==> config.mk <==
export PLATFORM = sky130hd
export DESIGN_NAME = stopwatch_button_ctrl_flat
export DESIGN_NICKNAME = d
export VERILOG_FILES = /design/src/rtl/stopwatch_button_ctrl_if.sv /design/src/rtl/stopwatch_button_ctrl.sv /design/src/flat_wrapper.sv
export SDC_FILE = /design/constraint.sdc
export NUM_CORES = 1
export LEC_CHECK = 0
export CORE_MARGIN = 2
export CORE_UTILIZATION = 50
export DETAILED_ROUTE_END_ITERATION = 6
export GPL_TIMING_DRIVEN = 0
export PLACE_DENSITY_LB_ADDON = 0.15
export SYNTH_ARGS = -nofsm -noshare
export SYNTH_HDL_FRONTEND = slang
export SYNTH_SLANG_ARGS = --single-unit
==> constraint.sdc <==
create_clock -name S_clk -period 2.1 [get_ports S_clk]
set_input_delay 0.315 -clock S_clk [delete_from_list [all_inputs] [get_ports S_clk]]
set_output_delay 0.315 -clock S_clk [all_outputs]
set_load 0.005 [all_outputs]
==> src/rtl/stopwatch_button_ctrl_if.sv <==
// Button, count and display signals between the stopwatch control stage and its surroundings.
// Master drives buttons/count and observes the controls; slave is the control stage itself.
interface stopwatch_button_ctrl_if;
  logic        btn_ss;
  logic        btn_lap;
  logic [15:0] count_in;
  logic        stop_go;
  logic        clr;
  logic [15:0] disp_out;
  logic        lap_active;
  logic [1:0]  state;

  modport master (
    output btn_ss, btn_lap, count_in,
    input  stop_go, clr, disp_out, lap_active, state
  );

  modport slave (
    input  btn_ss, btn_lap, count_in,
    output stop_go, clr, disp_out, lap_active, state
  );
endinterface

==> src/rtl/stopwatch_button_ctrl.sv <==
// Debounces start/stop and lap/clear buttons and runs the IDLE/RUN/LAP/STOP stopwatch FSM.
// A stable press changes state on the 6th S_clk edge; clr is a one-cycle registered pulse.
module stopwatch_button_ctrl #(
  parameter int DEB_CNT    = 3,
  parameter int LONG_PRESS = 100
) (
  input  logic S_clk,
  input  logic reset,
  stopwatch_button_ctrl_if.slave sw
);
  localparam int DW = $clog2(DEB_CNT + 1);
  localparam int HW = $clog2(LONG_PRESS + 1);

  typedef enum logic [1:0] {
    IDLE = 2'b00,
    RUN  = 2'b01,
    LAP  = 2'b10,
    STOP = 2'b11
  } state_t;

  // Index 0 = start/stop, index 1 = lap/clear
  logic [1:0]    r_sync1;
  logic [1:0]    r_sync2;
  logic [1:0]    r_deb;
  logic [1:0]    r_deb_q;
  logic [DW-1:0] r_deb_cnt [2];
  logic [HW-1:0] r_hold;
  logic          r_long_fired;
  state_t        r_state;
  logic          r_clr;
  logic [15:0]   r_lap_reg;

  logic w_ss_press;
  logic w_lap_long;
  logic w_lap_short;
  logic w_btn [2];

  assign w_btn[0] = sw.btn_ss;
  assign w_btn[1] = sw.btn_lap;

  always_ff @(posedge S_clk or posedge reset) begin
    if (reset) begin
      r_sync1 <= '0;
      r_sync2 <= '0;
      r_deb   <= '0;
      r_deb_q <= '0;
      for (int i = 0; i < 2; i++) r_deb_cnt[i] <= '0;
    end else begin
      r_deb_q <= r_deb;
      for (int i = 0; i < 2; i++) begin
        r_sync1[i] <= w_btn[i];
        r_sync2[i] <= r_sync1[i];
        if (r_sync2[i] == r_deb[i]) begin
          r_deb_cnt[i] <= '0;
        end else if (r_deb_cnt[i] == DW'(DEB_CNT - 1)) begin
          r_deb[i]     <= r_sync2[i];
          r_deb_cnt[i] <= '0;
        end else begin
          r_deb_cnt[i] <= r_deb_cnt[i] + 1'b1;
        end
      end
    end
  end

  // Long press latches r_long_fired so the eventual release is not also a short press
  always_ff @(posedge S_clk or posedge reset) begin
    if (reset) begin
      r_hold       <= '0;
      r_long_fired <= 1'b0;
    end else if (!r_deb[1]) begin
      r_hold       <= '0;
      r_long_fired <= 1'b0;
    end else begin
      if (r_hold != HW'(LONG_PRESS)) r_hold <= r_hold + 1'b1;
      if (w_lap_long) r_long_fired <= 1'b1;
    end
  end

  assign w_ss_press  = r_deb[0] & ~r_deb_q[0];
  assign w_lap_long  = r_deb[1] & (r_hold == HW'(LONG_PRESS)) & ~r_long_fired;
  assign w_lap_short = ~r_deb[1] & r_deb_q[1] & ~r_long_fired;

  always_ff @(posedge S_clk or posedge reset) begin
    if (reset) begin
      r_state   <= IDLE;
      r_clr     <= 1'b0;
      r_lap_reg <= '0;
    end else begin
      r_clr <= 1'b0;
      if (w_lap_long) begin
        if (r_state != IDLE) begin
          r_state <= IDLE;
          r_clr   <= 1'b1;
        end
      end else if (w_ss_press) begin
        case (r_state)
          IDLE:    r_state <= RUN;
          RUN:     r_state <= STOP;
          LAP:     r_state <= STOP;
          default: r_state <= RUN;
        endcase
      end else if (w_lap_short) begin
        case (r_state)
          RUN: begin
            r_state   <= LAP;
            r_lap_reg <= sw.count_in;
          end
          LAP:  r_state <= RUN;
          STOP: begin
            r_state <= IDLE;
            r_clr   <= 1'b1;
          end
          default: r_state <= IDLE;
        endcase
      end
    end
  end

  assign sw.state      = r_state;
  assign sw.stop_go    = (r_state == IDLE) || (r_state == STOP);
  assign sw.lap_active = (r_state == LAP);
  assign sw.clr        = r_clr;
  assign sw.disp_out   = (r_state == LAP) ? r_lap_reg : sw.count_in;
endmodule

==> src/flat_wrapper.sv <==
// flat-port wrapper written by rule: the top's interface ports become plain ports
module stopwatch_button_ctrl_flat 
#(
  parameter int DEB_CNT    = 3,
  parameter int LONG_PRESS = 100
)
  (S_clk, reset, sw_btn_ss, sw_btn_lap, sw_count_in, sw_stop_go, sw_clr, sw_disp_out, sw_lap_active, sw_state);
  stopwatch_button_ctrl_if sw_i ();
  input  logic S_clk;
  input  logic reset;
  input wire logic [$bits(sw_i.btn_ss)-1:0] sw_btn_ss;
  input wire logic [$bits(sw_i.btn_lap)-1:0] sw_btn_lap;
  input wire logic [$bits(sw_i.count_in)-1:0] sw_count_in;
  output wire logic [$bits(sw_i.stop_go)-1:0] sw_stop_go;
  output wire logic [$bits(sw_i.clr)-1:0] sw_clr;
  output wire logic [$bits(sw_i.disp_out)-1:0] sw_disp_out;
  output wire logic [$bits(sw_i.lap_active)-1:0] sw_lap_active;
  output wire logic [$bits(sw_i.state)-1:0] sw_state;
  assign sw_i.btn_ss = sw_btn_ss;
  assign sw_i.btn_lap = sw_btn_lap;
  assign sw_i.count_in = sw_count_in;
  assign sw_stop_go = sw_i.stop_go;
  assign sw_clr = sw_i.clr;
  assign sw_disp_out = sw_i.disp_out;
  assign sw_lap_active = sw_i.lap_active;
  assign sw_state = sw_i.state;
  stopwatch_button_ctrl #(.DEB_CNT(DEB_CNT), .LONG_PRESS(LONG_PRESS)) u_core (.S_clk(S_clk), .reset(reset), .sw(sw_i));
endmodule
Word level (Yosys, flattened, before mapping)
Index checks and enable logic that the tools add are counted.
{ "word_totals": {"register_bits": 39, "output_inout_bits": 21, "wordCells": 68, "input_bits": 20} }
{ "classes": {"n_mux": 20, "reduce_logical": 9, "eq_ne": 12, "bitwise": 12, "n_addsub": 3} }
{ "ops": {"columns": ["op", "count"], "rows": [
  ["2-bit 2-to-1 mux", 9],
  ["16-bit 2-to-1 mux", 1],
  ["7-bit 2-to-1 mux", 2],
  ["2-bit equality test, second input constant", 4],
  ["7-bit by 1-bit adder with 7-bit output, second input constant", 1],
  ["7-bit equality test, second input constant", 1],
  ["1-bit 2-to-1 mux", 7],
  ["7-bit != test, second input constant", 1],
  ["1-bit inverter", 7],
  ["2-bit != test, second input constant", 3],
  ["2-bit AND reduction", 3],
  ["1-bit bitwise AND", 5],
  ["2-bit by 1-bit adder with 2-bit output, second input constant", 2],
  ["2-bit one-hot mux with 2 select lines", 1],
  ["4-bit AND reduction", 1],
  ["3-bit nonzero test", 1],
  ["1-bit equality test", 2],
  ["2-bit by 1-bit equality test with 1-bit output, second input constant", 1],
  ["2-bit logical NOT", 1],
  ["2-bit nonzero test", 1],
  ["2-bit OR reduction", 1],
  ["1-bit logical OR", 1]
]} }

Logic depth before layout (Yosys ltp)
Gate-level depths: netlist of the first run.
{ "logic_depth": {"depth_word": 6, "depth_mapped": 6, "depth_no_buf": 5} }

Worst setup path before layout of the first run
OpenSTA, ideal clock, no wires.
{ "synth_path": {"kind": "register -> output", "from": "register u_core.r_state[0], in the netlist u_core.sw.state[0]", "to": "output port sw_disp_out[10]", "stages_incl_launch_ff": 6, "arrival_time_ns": 1.578, "t_required_ns": 1.785, "path_buffers": 2, "setup_slack_ns": 0.207, "cell_sequence": "dfrtp_1 -> inv_1 -> ha_1 -> clkbuf_1 -> buf_2 -> mux2_2"} }
{ "synth_between": {"elab_chain_len": 2} }
{ "synth_lines": {"columns": ["item", "line_no", "text"], "rows": [
  ["from (decl)", "stopwatch_button_ctrl.sv:29", "state_t r_state;"],
  ["from (signal assigned)", "stopwatch_button_ctrl.sv:85", "r_state <= IDLE;"],
  ["from (signal assigned)", "stopwatch_button_ctrl.sv:92", "r_state <= IDLE;"],
  ["from (signal assigned)", "stopwatch_button_ctrl.sv:97", "IDLE: r_state <= RUN;"],
  ["2-bit equality test", null, null],
  ["named net sw_lap_active", "flat_wrapper.sv:17", "output wire logic [$bits(sw_i.lap_active)-1:0] sw_lap_active;"],
  ["16-bit 2-to-1 mux", "stopwatch_button_ctrl.sv:123", "assign sw.disp_out = (r_state == LAP) ? r_lap_reg : sw.count_in;"],
  ["to (decl)", "flat_wrapper.sv:16", "output wire logic [$bits(sw_i.disp_out)-1:0] sw_disp_out;"]
]} }
The timed path passes the listed nets, and every way through them passes these cells.

Final worst setup path of the first run
{ "layout_path": {"from": "register u_core.r_state[1], in the netlist u_core.sw.state[1]", "to": "output port sw_stop_go"} }
{ "layout_between": {"elab_chain_len": 2, "word_cells_on_any_way": 3, "cone_classes": "eq/ne (1); reduce/logical (2)"} }
{ "layout_lines": {"columns": ["item", "line_no", "text"], "rows": [
  ["2-bit equality test / 2-bit logical NOT (equally long branches)", "stopwatch_button_ctrl.sv:120", "assign sw.stop_go = (r_state == IDLE) || (r_state == STOP);"],
  ["1-bit logical OR (*)", "stopwatch_button_ctrl.sv:120", null],
  ["to (decl)", "flat_wrapper.sv:14", "output wire logic [$bits(sw_i.stop_go)-1:0] sw_stop_go;"]
]} }
Every way passes the cells marked *; elsewhere a longest branch is shown, timed or not.

==> results of run 1 <==
-- power by group through the flow --
stage,Sequential (mW),Clock (mW),Combinational (mW)
final,1.22,0.488,1.34
after global routing,1.25,0.536,1.46
after CTS,1.22,0.508,1.33
after detailed placement,1.23,0,1.22
after global placement,1.21,0,1.16
after floorplan,1.18,0,0.808
-- timing repair --
item | in CTS | in global routing
pin swaps | 0 | 1
buffers inserted | 9 | 2
resized for setup | 50 | 8
setup endpoints to repair | 16 | 17
-- layout make-up --
class | count | area, sq um | area share (%)
buffer | 4 | 35.0 | 1.37
tap | 48 | 60.1 | 2.35
sequential | 39 | 978 | 38.3
clock inverter | 3 | 15.0 | 0.588
inverter | 9 | 33.8 | 1.32
multi-input combinational | 96 | 877 | 34.4
timing repair buffer | 52 | 484 | 19.0
clock buffer | 5 | 68.8 | 2.70
-- synthesized netlist by cell type (all sizes together) --
library cell  number
mux2              33
a311o              1
xnor2              2
o22ai              1
and4bb             1
nor2               2
a21oi              7
inv                9
or3                4
o221ai             1
a31o               1
nor2b              2
nand4bb            1
nand3              7
a31oi              2
nor3               6
nand4b             1
nand2b             1
xor2               1
buf                3
nor3b              2
nand2              5
clkbuf             2
o21ai              4
or3b               1
mux2i              1
ha                 7
dfrtp             39
o31ai              2
-- routing by layer --
layer | vias to the layer above | wire (um) | track usage (%)
li1 | 644 | - | -
met1 | 645 | 1630 | 24.1
met2 | 33 | 1970 | 37.1
met3 | 6 | 157 | 5.99
met4 | 0 | 61 | 7.03
met5 | - | 0 | 0
-- kinds of logic (layout without fill, tap and decap cells) --
family | Yosys count | count (layout)
compound gates | 19 | 19
flops | 39 | 39
buf+inv | 14 | 73
simple gates | 33 | 33
xor+xnor | 3 | 3
mux | 34 | 34
fa+ha+maj | 7 | 7
-- how the worst max path moves through the flow --
stage | slack (ns) | depth (start not counted) | startpoint | endpoint
final | 0.07 | 5 | u_core.sw.state[1] | sw_stop_go
after global routing | 0.02 | 5 | u_core.sw.state[0] | sw_stop_go
after CTS | 0.02 | 6 | u_core.sw.state[0] | sw_disp_out[15]
after detailed placement | -0.43 | 6 | u_core.sw.state[0] | sw_disp_out[11]
after global placement | -0.37 | 6 | u_core.sw.state[0] | sw_disp_out[7]
after floorplan | 0.21 | 5 | u_core.sw.state[0] | sw_disp_out[10]
-- critical path, stage by stage (launching register included) --
cell and delay, ns:
dfrtp_2 0.42, buf_4 0.14, inv_2 0.06, ha_1 0.23, inv_1 0.06, clkdlybuf4s50_1 0.50
==> impl_metrics.yaml, run 1 <==
power_and_ir_drop:
  switching_share_pct: 31.6
  power_density_nw_per_um2: 1190
  seqPwrFrac_pct: 39.9
  irDropWorstVdd_uv: 673
  p_total_mw: 3.04
  internal_power_mw: 2.08
  p_leak_nw: 1.12
  pwr-share-clk_pct: 16.0
  switching_power_uw: 962
  comb_power_share_pct: 44.1
global_routing:
  grt_pass1_vias: 1476
  grt_use_total_pct: 21.0
  gr-total-overflow: 0
  grt_pass1_wl_um: 6730
  grt_max_degree: 23
  antenna_found_initial: 0
timing:
  setup_viol: 0
  clock.fmax_mhz: 493
  worst_pin_slew_ns: 0.919
  hold_slack_ns: 0.349
  fin_crit_sh_pct: 96.6
  finalSetupTns_ns: 0
  report.final.slew_viol_count: 0
  fin_skew_ns: 0.00959
  rsz0062_at_grt: "no"
  period_needed_ns: 2.03
  finalHoldViolations: 0
  fin_ws_ns: 0.0704
  slew_headroom_pct: 38.6
yosys:
  avgSynthCellArea_sq_um: 12.8
  yosys.area.top_type: "dfrtp_1"
  synth_cell_type_count: 33
  synth_top_family_by_area: "multiplexers"
  synth-xor-area-share_pct: 1.38
  synth_mux_area_share_pct: 22.0
  synth-seq-area-share_pct: 51.3
  synth-seq-cells: 39
  synthCells: 149
  synth_warnings: 0
  synth_compound_area_share_pct: 6.11
  yosys-top-cells-area: "dfrtp_1 (51%), mux2_2 (14%), mux2_4 (7.9%)"
  synthSimpleGateAreaFrac_pct: 11.3
  synth_fa_ha_area_share_pct: 4.60
  syn_area_sq_um: 1900
  syn_nets: 176
  synth_top_area_share_pct: 51.3
routing:
  first_iter_violations: 68
  avgRoutedWirePerCell_um: 14.9
  drt-pass1-iter-count: 4
  drc: 0
  wl_um: 3820
  vias_per_cell: 5.19
  antenna_left: 0
  dr_total_vias: 1328
worst_setup_path:
  crit_type: "flop to output port"
  rr_startpoint: "u_core.r_deb[1]"
  reg2reg_to: "u_core.r_lap_reg[0]"
  required_ns: 1.78
  arrival_ns: 1.71
  regToRegSetupSlack_ns: 0.52
  crit_fanout: 3
  r2r_cells: 4
  critPathCaptureType: "output port"
  critPathLaunchType: "flop"
layout:
  num_antenna_cells: 0
  largest_register_ff_count: 16
  drive_above_1_share_pct: 35.6
  stdcell_count: 256
  fin_util_pct: 69.7
  area_growth_pct: 34.1
  final_common_cell: "dfrtp_1"
  final_cell_mix: "dfrtp_1 (37), clkdlybuf4s50_1 (24), mux2_2 (23)"
  design_area_sq_um: 2550
  num-nets-final: 234
  n_fill_cell: 282
die:
  rows: 22
  die_w_um: 65.7
  core_area_sq_um: 3660
  die-area_sq_um: 4320
  die_y_um: 65.7
  ios: 41
  start_util_pct: 52.0
clocking:
  cts_buffer_depth: 2
  ctsHoldBuffers: 0
  htreeDepth: 2
  cts_root_buffer: "clkbuf_8"
  clock-sinks: 39
  clk_latency_ns: 0.30
  numCtsBuffers: 5
  path_clk_slew_ns: 0.08
  tritoncts: "yes"
placed_design:
  dpl.hpwl_um: 2680
  gp_congestion: 0.794
  dp.cells: 238
  place_area_sq_um: 2390
  io_buffers: 40
  place_ws_ns: -0.433
hold_path:
  whs_path_depth: 0
  hold_path_end: "u_core.r_sync2[0]"
  hold_path_class: "flop to flop"
  holdCritStartpoint: "u_core.r_sync1[0]"
flow_run:
  maxCapViolations: 0
status:
  status: "complete, no violations"
Note: power is estimated with default switching activity, not from simulation.
==> run 2: changes to the inputs <==
--- a/config.mk
+++ b/config.mk
@@ -5,7 +5,7 @@
 export SDC_FILE = /design/constraint.sdc
 export NUM_CORES = 1
 export LEC_CHECK = 0
-export CORE_MARGIN = 2
+export CORE_ASPECT_RATIO = 0.9
 export CORE_UTILIZATION = 50
 export DETAILED_ROUTE_END_ITERATION = 6
 export GPL_TIMING_DRIVEN = 0
==> impl_metrics.yaml, run 2 (synthesized netlist as in run 1, its figures left out) <==
power_and_ir_drop:
  irDropWorstVdd_uv: 740
  p_total_mw: 3.10
  power_density_nw_per_um2: 1220
  p_leak_nw: 1.10
layout:
  fin_util_pct: 72.8
  final_common_cell: "dfrtp_1"
  largest_register_ff_count: 16
  final_cell_mix: "dfrtp_1 (37), clkdlybuf4s50_1 (24), mux2_2 (22)"
  num-nets-final: 230
  area_growth_pct: 34.0
  stdcell_count: 248
  num_antenna_cells: 0
  drive_above_1_share_pct: 32.4
clocking:
  clock-sinks: 39
  cts_root_buffer: "clkbuf_8"
  htreeDepth: 2
  ctsHoldBuffers: 0
  numCtsBuffers: 5
  clk_latency_ns: 0.29
  tritoncts: "yes"
  cts_buffer_depth: 2
  path_clk_slew_ns: 0.08
worst_setup_path:
  critical-path-max-stage-delay_ns: 0.50
  required_ns: 1.78
  crit_type: "flop to output port"
  critPathCaptureType: "output port"
  crit_fanout: 2
  arrival_ns: 1.73
  path_cells: "inv_2 -> buf_4 -> ha_1 -> inv_1 -> clkdlybuf4s50_1"
  critPathSlowestCell: "clkdlybuf4s50_1"
  critPathLaunchType: "flop"
routing:
  antenna_left: 0
  wl_um: 3730
  first_iter_violations: 94
  avgRoutedWirePerCell_um: 15.1
  vias_per_cell: 5.52
  drt-pass1-iter-count: 4
  drc: 0
  dr_total_vias: 1370
global_routing:
  grt_max_degree: 40
  antenna_found_initial: 0
  grt_pass1_vias: 1316
  gr-total-overflow: 0
  grt_pass1_wl_um: 6000
  grt_use_total_pct: 20.5
die:
  die-area_sq_um: 4060
  die_w_um: 67.0
  core_area_sq_um: 3500
  die_y_um: 60.5
  rows: 20
  start_util_pct: 54.3
  ios: 41
placed_design:
  dp.cells: 233
  io_buffers: 40
  dpl.hpwl_um: 2670
  gp_congestion: 0.842
timing:
  slew_headroom_pct: 47.3
  setup_viol: 0
  fin_skew_ns: 0.00808
  fin_crit_sh_pct: 97.4
  worst_pin_slew_ns: 0.789
  report.final.slew_viol_count: 0
  finalHoldViolations: 0
  period_needed_ns: 2.04
  hold_slack_ns: 0.355
  finalSetupTns_ns: 0
  clock.fmax_mhz: 489
flow_run:
  maxCapViolations: 0
status:
  status: "complete, no violations"
hold_path:
  hold_path_class: "flop to flop"
-- run 2: routing by layer --
metal / GRT usage (%) / wire (um) / vias to the layer above
li1: - / - / 640
met1: 25.8 / 1550 / 676
met2: 34.3 / 1940 / 47
met3: 5.64 / 200 / 7
met4: 6.69 / 52 / 0
met5: 0 / 0 / -
-- run 2: stage by stage --
step                      area, sq um  setup slack (ns)
after floorplan                  1900             0.207
after global placement           2360            -0.400
after detailed placement         2360            -0.468
after CTS                        2520            0.0291
after global routing             2550          -0.00598
final                            2550            0.0552
-- run 2: final cells by class --
class / instances / area [sq um]
Inverter: 9 / 33.8
Sequential cell: 39 / 978
Multi-Input combinational cell: 96 / 881
Fill cell: 248 / 953
Clock buffer: 7 / 96.3
Clock inverter: 1 / 7.51
Tap cell: 44 / 55.1
Timing Repair Buffer: 48 / 463
Buffer: 4 / 35.0
-- run 2: critical path: cells and delay by family, from the launching register on --
family	cells	cell delay, ns
buf+inv	4	0.75
flops	1	0.39
fa+ha+maj	1	0.30
-- run 2: timing repair --
action	4_1_cts	5_1_grt
buffers inserted	5	3
setup endpoints to repair	16	17
gates cloned	0	0
resized for setup	40	14
-- run 2: final timing paths --
path	slack, ns	endpoint	startpoint	depth (start not counted)
max	0.06	sw_stop_go	u_core.sw.state[0]	5
min	0.36	u_core.r_sync2[0]	u_core.r_sync1[0]	0
max reg2reg	0.41	u_core.r_lap_reg[4]	u_core.sw.state[0]	6
min reg2reg	0.36	u_core.r_sync2[0]	u_core.r_sync1[0]	0
max in group asynchronous	1.06	u_core.sw.state[1]	reset	2
min in group asynchronous	0.49	u_core.r_sync1[1]	reset	2
-- run 2: report_power, final --
group | leakage [nW] | internal [mW] | switching [mW]
clock network | 0.0505 | 0.299 | 0.257
logic | 0.573 | 0.818 | 0.514
registers | 0.479 | 1.03 | 0.186
total | 1.10 | 2.14 | 0.957
